`config.mk`:
```
export PLATFORM = sky130hd
export DESIGN_NAME = stack_ctrl_flat
export DESIGN_NICKNAME = d
export VERILOG_FILES = /design/src/rtl/stack_ctrl_if.sv /design/src/rtl/stack_ctrl.sv /design/src/flat_wrapper.sv
export SDC_FILE = /design/constraint.sdc
export NUM_CORES = 1
export LEC_CHECK = 0
export ABC_CLOCK_PERIOD_IN_PS = 4800
export CAP_MARGIN = 20
export CELL_PAD_IN_SITES_DETAIL_PLACEMENT = 1
export CELL_PAD_IN_SITES_GLOBAL_PLACEMENT = 1
export CORE_ASPECT_RATIO = 1.1
export CORE_MARGIN = 1
export CORE_UTILIZATION = 48
export DETAILED_ROUTE_END_ITERATION = 7
export HOLD_SLACK_MARGIN = 0.08
export PLACE_DENSITY = 0.93
export RECOVER_POWER = 50
export SYNTH_ARGS = -nofsm -noshare
export SYNTH_HDL_FRONTEND = slang
export SYNTH_SLANG_ARGS = --single-unit
```
`constraint.sdc`:
```
create_clock -name clk -period 4.8 [get_ports clk]
set_input_delay 1.44 -clock clk [delete_from_list [all_inputs] [get_ports clk]]
set_output_delay 1.44 -clock clk [all_outputs]
set_load 0.005 [all_outputs]
```
`src/rtl/stack_ctrl_if.sv`:
```
// Operation/status bundle between the opcode decoder (master) and stack_ctrl (slave).
interface stack_ctrl_if #(
  parameter int WIDTH = 8,
  parameter int DEPTH = 4
);
  localparam int CW = $clog2(DEPTH + 1);

  logic             op_en;
  logic [1:0]       op;
  logic [WIDTH-1:0] din;
  logic [WIDTH-1:0] dout;
  logic [CW-1:0]    count;
  logic             full;
  logic             empty;
  logic             overflow;
  logic             underflow;

  modport master (
    output op_en, op, din,
    input  dout, count, full, empty, overflow, underflow
  );

  modport slave (
    input  op_en, op, din,
    output dout, count, full, empty, overflow, underflow
  );
endinterface

```
`src/rtl/stack_ctrl.sv`:
```
// Parametrised LIFO stack: push/pop/replace-top/clear, one-cycle latency, full/empty/error status.
// STACK_ERR_STICKY_EN makes overflow/underflow hold until rst instead of pulsing for one cycle.
module stack_ctrl #(
  parameter int WIDTH = 8,
  parameter int DEPTH = 4
) (
  input  logic        clk,
  input  logic        rst,
  stack_ctrl_if.slave bus
);
  localparam int CW = $clog2(DEPTH + 1);
  localparam int AW = (DEPTH > 1) ? $clog2(DEPTH) : 1;

  localparam logic [1:0] OP_PUSH    = 2'b00;
  localparam logic [1:0] OP_POP     = 2'b01;
  localparam logic [1:0] OP_REPLACE = 2'b10;
  localparam logic [1:0] OP_CLEAR   = 2'b11;

  logic [WIDTH-1:0] mem_q [DEPTH];
  logic [CW-1:0]    count_q, count_d;
  logic [WIDTH-1:0] dout_q, dout_d;
  logic             ovf_q, ovf_d;
  logic             unf_q, unf_d;
  logic             we;
  logic [AW-1:0]    waddr;
  logic [CW-1:0]    top_idx;
  logic             full_w, empty_w;

  assign top_idx = count_q - CW'(1);
  assign full_w  = (count_q == CW'(DEPTH));
  assign empty_w = (count_q == '0);

  always_comb begin
    count_d = count_q;
    dout_d  = dout_q;
    we      = 1'b0;
    waddr   = count_q[AW-1:0];
`ifdef STACK_ERR_STICKY_EN
    ovf_d   = ovf_q;
    unf_d   = unf_q;
`else
    ovf_d   = 1'b0;
    unf_d   = 1'b0;
`endif
    // Memory write is gated by rst here because the storage array itself has no reset.
    if (bus.op_en && !rst) begin
      case (bus.op)
        OP_PUSH: begin
          if (full_w) begin
            ovf_d = 1'b1;
          end else begin
            we      = 1'b1;
            waddr   = count_q[AW-1:0];
            count_d = count_q + CW'(1);
          end
        end
        OP_POP: begin
          if (empty_w) begin
            unf_d = 1'b1;
          end else begin
            dout_d  = mem_q[top_idx[AW-1:0]];
            count_d = top_idx;
          end
        end
        OP_REPLACE: begin
          if (empty_w) begin
            unf_d = 1'b1;
          end else begin
            dout_d = mem_q[top_idx[AW-1:0]];
            we     = 1'b1;
            waddr  = top_idx[AW-1:0];
          end
        end
        OP_CLEAR: begin
          count_d = '0;
          dout_d  = '0;
        end
        default: ;
      endcase
    end
  end

  always_ff @(posedge clk) begin
    if (rst) begin
      count_q <= '0;
      dout_q  <= '0;
      ovf_q   <= 1'b0;
      unf_q   <= 1'b0;
    end else begin
      count_q <= count_d;
      dout_q  <= dout_d;
      ovf_q   <= ovf_d;
      unf_q   <= unf_d;
    end
  end

  always_ff @(posedge clk) begin
    if (we) begin
      mem_q[waddr] <= bus.din;
    end
  end

  assign bus.dout      = dout_q;
  assign bus.count     = count_q;
  assign bus.full      = full_w;
  assign bus.empty     = empty_w;
  assign bus.overflow  = ovf_q;
  assign bus.underflow = unf_q;
endmodule
```
`src/flat_wrapper.sv`:
```
// flat-port wrapper written by rule: the top's interface ports become plain ports
module stack_ctrl_flat 
#(
  parameter int WIDTH = 8,
  parameter int DEPTH = 4
)
  (clk, rst, bus_op_en, bus_op, bus_din, bus_dout, bus_count, bus_full, bus_empty, bus_overflow, bus_underflow);
  stack_ctrl_if #(.WIDTH(WIDTH), .DEPTH(DEPTH)) bus_i ();
  input  logic clk;
  input  logic rst;
  input wire logic [$bits(bus_i.op_en)-1:0] bus_op_en;
  input wire logic [$bits(bus_i.op)-1:0] bus_op;
  input wire logic [$bits(bus_i.din)-1:0] bus_din;
  output wire logic [$bits(bus_i.dout)-1:0] bus_dout;
  output wire logic [$bits(bus_i.count)-1:0] bus_count;
  output wire logic [$bits(bus_i.full)-1:0] bus_full;
  output wire logic [$bits(bus_i.empty)-1:0] bus_empty;
  output wire logic [$bits(bus_i.overflow)-1:0] bus_overflow;
  output wire logic [$bits(bus_i.underflow)-1:0] bus_underflow;
  assign bus_i.op_en = bus_op_en;
  assign bus_i.op = bus_op;
  assign bus_i.din = bus_din;
  assign bus_dout = bus_i.dout;
  assign bus_count = bus_i.count;
  assign bus_full = bus_i.full;
  assign bus_empty = bus_i.empty;
  assign bus_overflow = bus_i.overflow;
  assign bus_underflow = bus_i.underflow;
  stack_ctrl #(.WIDTH(WIDTH), .DEPTH(DEPTH)) u_core (.clk(clk), .rst(rst), .bus(bus_i));
endmodule
```
# After elaboration in Yosys (flattened, before gate mapping)
# Memories as Yosys holds them, arrays and structs flattened.
# Index checks and enable logic that the tools add are counted.
[word_totals] wordCells=44 output_inout_bits=15 register_bits=13 ramBits=32 n_memories=1
[classes] reduce_logical=11 n_bitwise=3 addsub=2 n_eq_ne=7 n_mux=16
[memory_table] memory="u_core.mem_q" words=4 width=8 rd=1 rd_clocked_by_memory_dff=0 wr=1 line="stack_ctrl.sv:19" rtl="logic [WIDTH-1:0] mem_q [DEPTH];"
[ops] operator="$pmux 8 s2" n=1
[ops] operator="$pmux 3 s3" n=1
[ops] operator="$mux 8" n=1
[ops] operator="$mux 1" n=7
[ops] operator="$mux 2" n=3
[ops] operator="$mux 3" n=2
[ops] operator="$ne 2x2->1 const B" n=3
[ops] operator="$reduce_or 3->1" n=2
[ops] operator="$eq 2x2->1 const B" n=2
[ops] operator="$reduce_and 4->1" n=1
[ops] operator="$add 3x1->3 const B" n=1
[ops] operator="$eq 3x3->1 const B" n=1
[ops] operator="$logic_not 3->1" n=1
[ops] operator="$not 1->1" n=3
[ops] operator="$reduce_and 3->1" n=1
[ops] operator="$reduce_bool 3->1" n=1
[ops] operator="$sub 3x1->3 const B" n=1
[ops] operator="$eq 2x1->1 const B" n=1
[ops] operator="$logic_not 2->1" n=1
[ops] operator="$pmux 1 s2" n=1
[ops] operator="$reduce_bool 2->1" n=1
[ops] operator="$reduce_or 2->1" n=1
[ops] operator="$logic_and 1x1->1" n=1
[ops] operator="$logic_not 1->1" n=1

# Logic depth before layout (Yosys ltp)
[depth] word_depth=6 depth_mapped=8 depth_no_buf=6

# Least setup slack after synthesis
# Ideal clock, no wire load.
[synth_path] path_kind="input -> register" from="input port bus_op[0]" to="memory u_core.mem_q[0][0] (enable)" cell_stages=5 arrival_time_ps=2803 setup_time_ps=375 required_time_ps=4425 path_buffers=0 path_slack_ps=1621 cell_sequence="inv_1 > ha_1 > inv_1 > or4_1 > a21oi_1"
[synth_between] elab_chain_cells=5 elab_cells_between_ends=8
[synth_rtl] element="start, declared" line="flat_wrapper.sv:12" rtl="input wire logic [$bits(bus_i.op)-1:0] bus_op;"
[synth_rtl] element="$eq 2x2->1 / $logic_not 2->1 (equally long branches)" line="stack_ctrl.sv:47" rtl="case (bus.op)"
[synth_rtl] element="$pmux 1 s2" line="stack_ctrl.sv:47"
[synth_rtl] element="$mux 1" line="stack_ctrl.sv:46" rtl="if (bus.op_en && !rst) begin"
[synth_rtl] element="$mux 1" line="stack_ctrl.sv:98" rtl="if (we) begin"
[synth_rtl] element="$mux 1 (not written as such)" line="stack_ctrl.sv:99" rtl="mem_q[waddr] <= bus.din;"
[synth_rtl] element="end, declared" line="stack_ctrl.sv:19"
# Parallel ways exist; a longest one is shown, timed or not.

# Worst setup path in the final report
[layout_path] from="register u_core.count_q[0], in the netlist u_core.bus.count[0]" to="output port bus_empty"
[layout_between] elab_chain_cells=1
[layout_rtl] element="start, declared" line="stack_ctrl.sv:20" rtl="logic [CW-1:0] count_q, count_d;"
[layout_rtl] element="start signal, assigned" line="stack_ctrl.sv:90" rtl="count_q <= count_d;"
[layout_rtl] element="$logic_not 3->1" line="stack_ctrl.sv:31" rtl="assign empty_w = (count_q == '0);"
[layout_rtl] element="end, declared" line="flat_wrapper.sv:17" rtl="output wire logic [$bits(bus_i.empty)-1:0] bus_empty;"
# Every way passes these cells.

==> qor.csv <==
metric;value;unit
status;completed;
layout-drive-gt1-share;17.5;%
report.final.slew_viol_count;0;
cts_resized;0;
fillCellCount;374;
worstMarginPinSlew;1020;ps
routedWlPerCell;20.7;um
hp-class;reg -> reg;
cts_buffer_depth;2;
ys_seq_area_share;60.9;%
cts_tree;built;
area_growth;21.4;%
syn-cell-area;0.00201;mm2
grt_max_degree;19;
finClkSkew;10.8;ps
seqCellArea;0.00122;mm2
synth_edf_count;32;
antenna_found_initial;0;
multi_input_area;693;um2
chipWidth;63.6;um
rsz0062_at_grt;false;
cts_buffers;5;
clkSinkCount;45;
first_pass_iters;4;
grt_pass1_vias;1404;
crit_required;3360;ps
top_usage_layer;met2;
setup_tns;0;ps
max_freq;255;MHz
power_density;365;mW/mm2
cts_max_level;2;
met3_usage;7.57;%
postLayoutCoreUtil;61.0;%
root_buffer;clkbuf_8;
clk_pin_slew;90;ps
synth_ff_type;edfxtp_1;
hold_viol;0;
drv_cap;0;
grt_usage;22.6;%
cts_setup_buffers;0;
async_flop_share;0;%
worst_setup_path_start_kind;flop;
grtUsageMet1;23.8;%
layout.nets;180;
num_vias;1233;
initial_core_util;50.2;%
drt_wl_total;4380;um
clock_latency;300;ps
die_area;0.00444;mm2
cts_hold_buf;0;
worstPathArrival;2480;ps
critPathMaxFanout;18;
slew_headroom;32.2;%
dp.cells;204;
yosys_register_bits;45;
period_needed;3920;ps
crit_start;u_core.bus.count[0]$_SDFFE_PP0P_;
viasPerCell;5.82;
path_class;reg -> out;
port_buffers;27;
end_kind;output pin;
timing.rr.start;u_core.bus.count[0]$_SDFFE_PP0P_;
setup_viol;0;
final_cell_count_no_fill;212;
hold_start;u_core.bus.dout[5]$_SDFFE_PP0P_;
grt_pass1_wl;7220;um
dp.final_hpwl;3020;um
use_met2;41.4;%
coreArea;0.00399;mm2
drt-initial-drc-count;49;
syn_inst;129;
fp-row-count;24;
period_share;81.7;%
vdd_drop_max;0.000229;V
die_h;69.8;um
drt.antenna.violating_nets;0;
io_pins;28;
syn_nets;150;
route.detailed.drc;0;
place_congestion;0.784;
avgSynthCellArea;15.5;um2
ys_warn_count;0;
yosysUniqueCellTypes;39;
overflow;0;
p_leak;0.000885;uW
power.total;890;uW
antenna_cells;0;
[layout make-up]
type / count / area share, %
Tap cell: 52 / 2.67
Clock inverter: 3 / 2.83
Multi-Input combinational cell: 70 / 28.5
Timing Repair Buffer: 29 / 11.7
Inverter: 8 / 1.34
Sequential cell: 45 / 50.2
Clock buffer: 5 / 2.83
[stage by stage]
stage	hold slack (ps)	cell area (um2)	worst slack, ps
2_1_floorplan	466	2010	1620
3_3_place_gp	463	2300	952
3_5_place_dp	464	2300	727
4_1_cts	493	2430	854
5_1_grt	521	2430	657
6_report	482	2430	879
[cell usage in the layout (no fill, tap or decap), types with 2 or more instances in the layout]
master / netlist / layout
ha_1: 8 / 8
edfxtp_1: 32 / 32
and3_2: 2 / 2
clkdlybuf4s50_1: 0 / 6
mux2i_1: 4 / 4
a21oi_1: 5 / 5
clkbuf_8: 2 / 5
o311ai_0: 4 / 4
bufinv_16: 0 / 2
nor2b_1: 3 / 3
nor2_1: 3 / 3
nand4_1: 3 / 3
mux4_2: 8 / 8
or2b_2: 2 / 2
inv_1: 7 / 7
a22o_1: 8 / 8
dfxtp_1: 13 / 13
buf_4: 2 / 2
dlygate4sd3_1: 0 / 21
[worst max-delay path, stage by stage (launching register included)]
cell and delay (ps):
dfxtp_1 890, inv_1 250, ha_1 370, nand2b_4 140, inv_4 70, clkdlybuf4s50_1 450
[Yosys cell counts, drive strengths merged, types with 3 or more instances]
cell | instances | share of area (%)
a21oi | 5 | 1.2
a22o | 8 | 3.5
buf | 4 | 1.6
dfxtp | 13 | 13
edfxtp | 32 | 48
ha | 8 | 5.0
inv | 8 | 1.6
mux2i | 4 | 2.0
mux4 | 8 | 9.0
nand4 | 3 | 0.94
nor2 | 3 | 0.56
nor2b | 3 | 0.94
o311ai | 4 | 1.7
or2b | 3 | 1.2
[report_power, final]
part           switching [uW]  internal (uW)  total [uW]
combinational            58.6           58.4         117
sequential               11.6            423         435
clock                     128            209         338
[sequential cells by signal (all words and copies together) (netlist names)]
register,cells
u_core.bus.count,3
u_core.bus.overflow,1
u_core.bus.dout,8
u_core.mem_q,32
u_core.bus.underflow,1
[path summary, 6_finish.rpt]
kind                                                         to  slack [ps]  cells past startpoint
worst max-delay path                                  bus_empty         880                      5
worst min-delay path            u_core.bus.dout[5]$_SDFFE_PP0P_         480                      1
worst max register to register     u_core.mem_q[0][2]$_DFFE_PP_        1260                      5
worst min register to register  u_core.bus.dout[5]$_SDFFE_PP0P_         480                      1
[logic make-up after synthesis]
family                   share of synthesized area (%)
AND/OR/NAND/NOR                                   8.24
flip-flops                                        60.9
buffers and inverters                             4.55
adder cells (fa/ha/maj)                           4.99
multiplexers                                      11.0
AO/OA/AOI/OAI                                     10.4
[per-layer routing]
| metal | wire [um] | up-vias |
|---|---|---|
| li1 | - | 565 |
| met4 | 82 | 0 |
| met3 | 197 | 10 |
| met5 | 0 | - |
| met2 | 2440 | 43 |
| met1 | 1660 | 615 |
No activity file was read; power rests on OpenSTA's default activity.
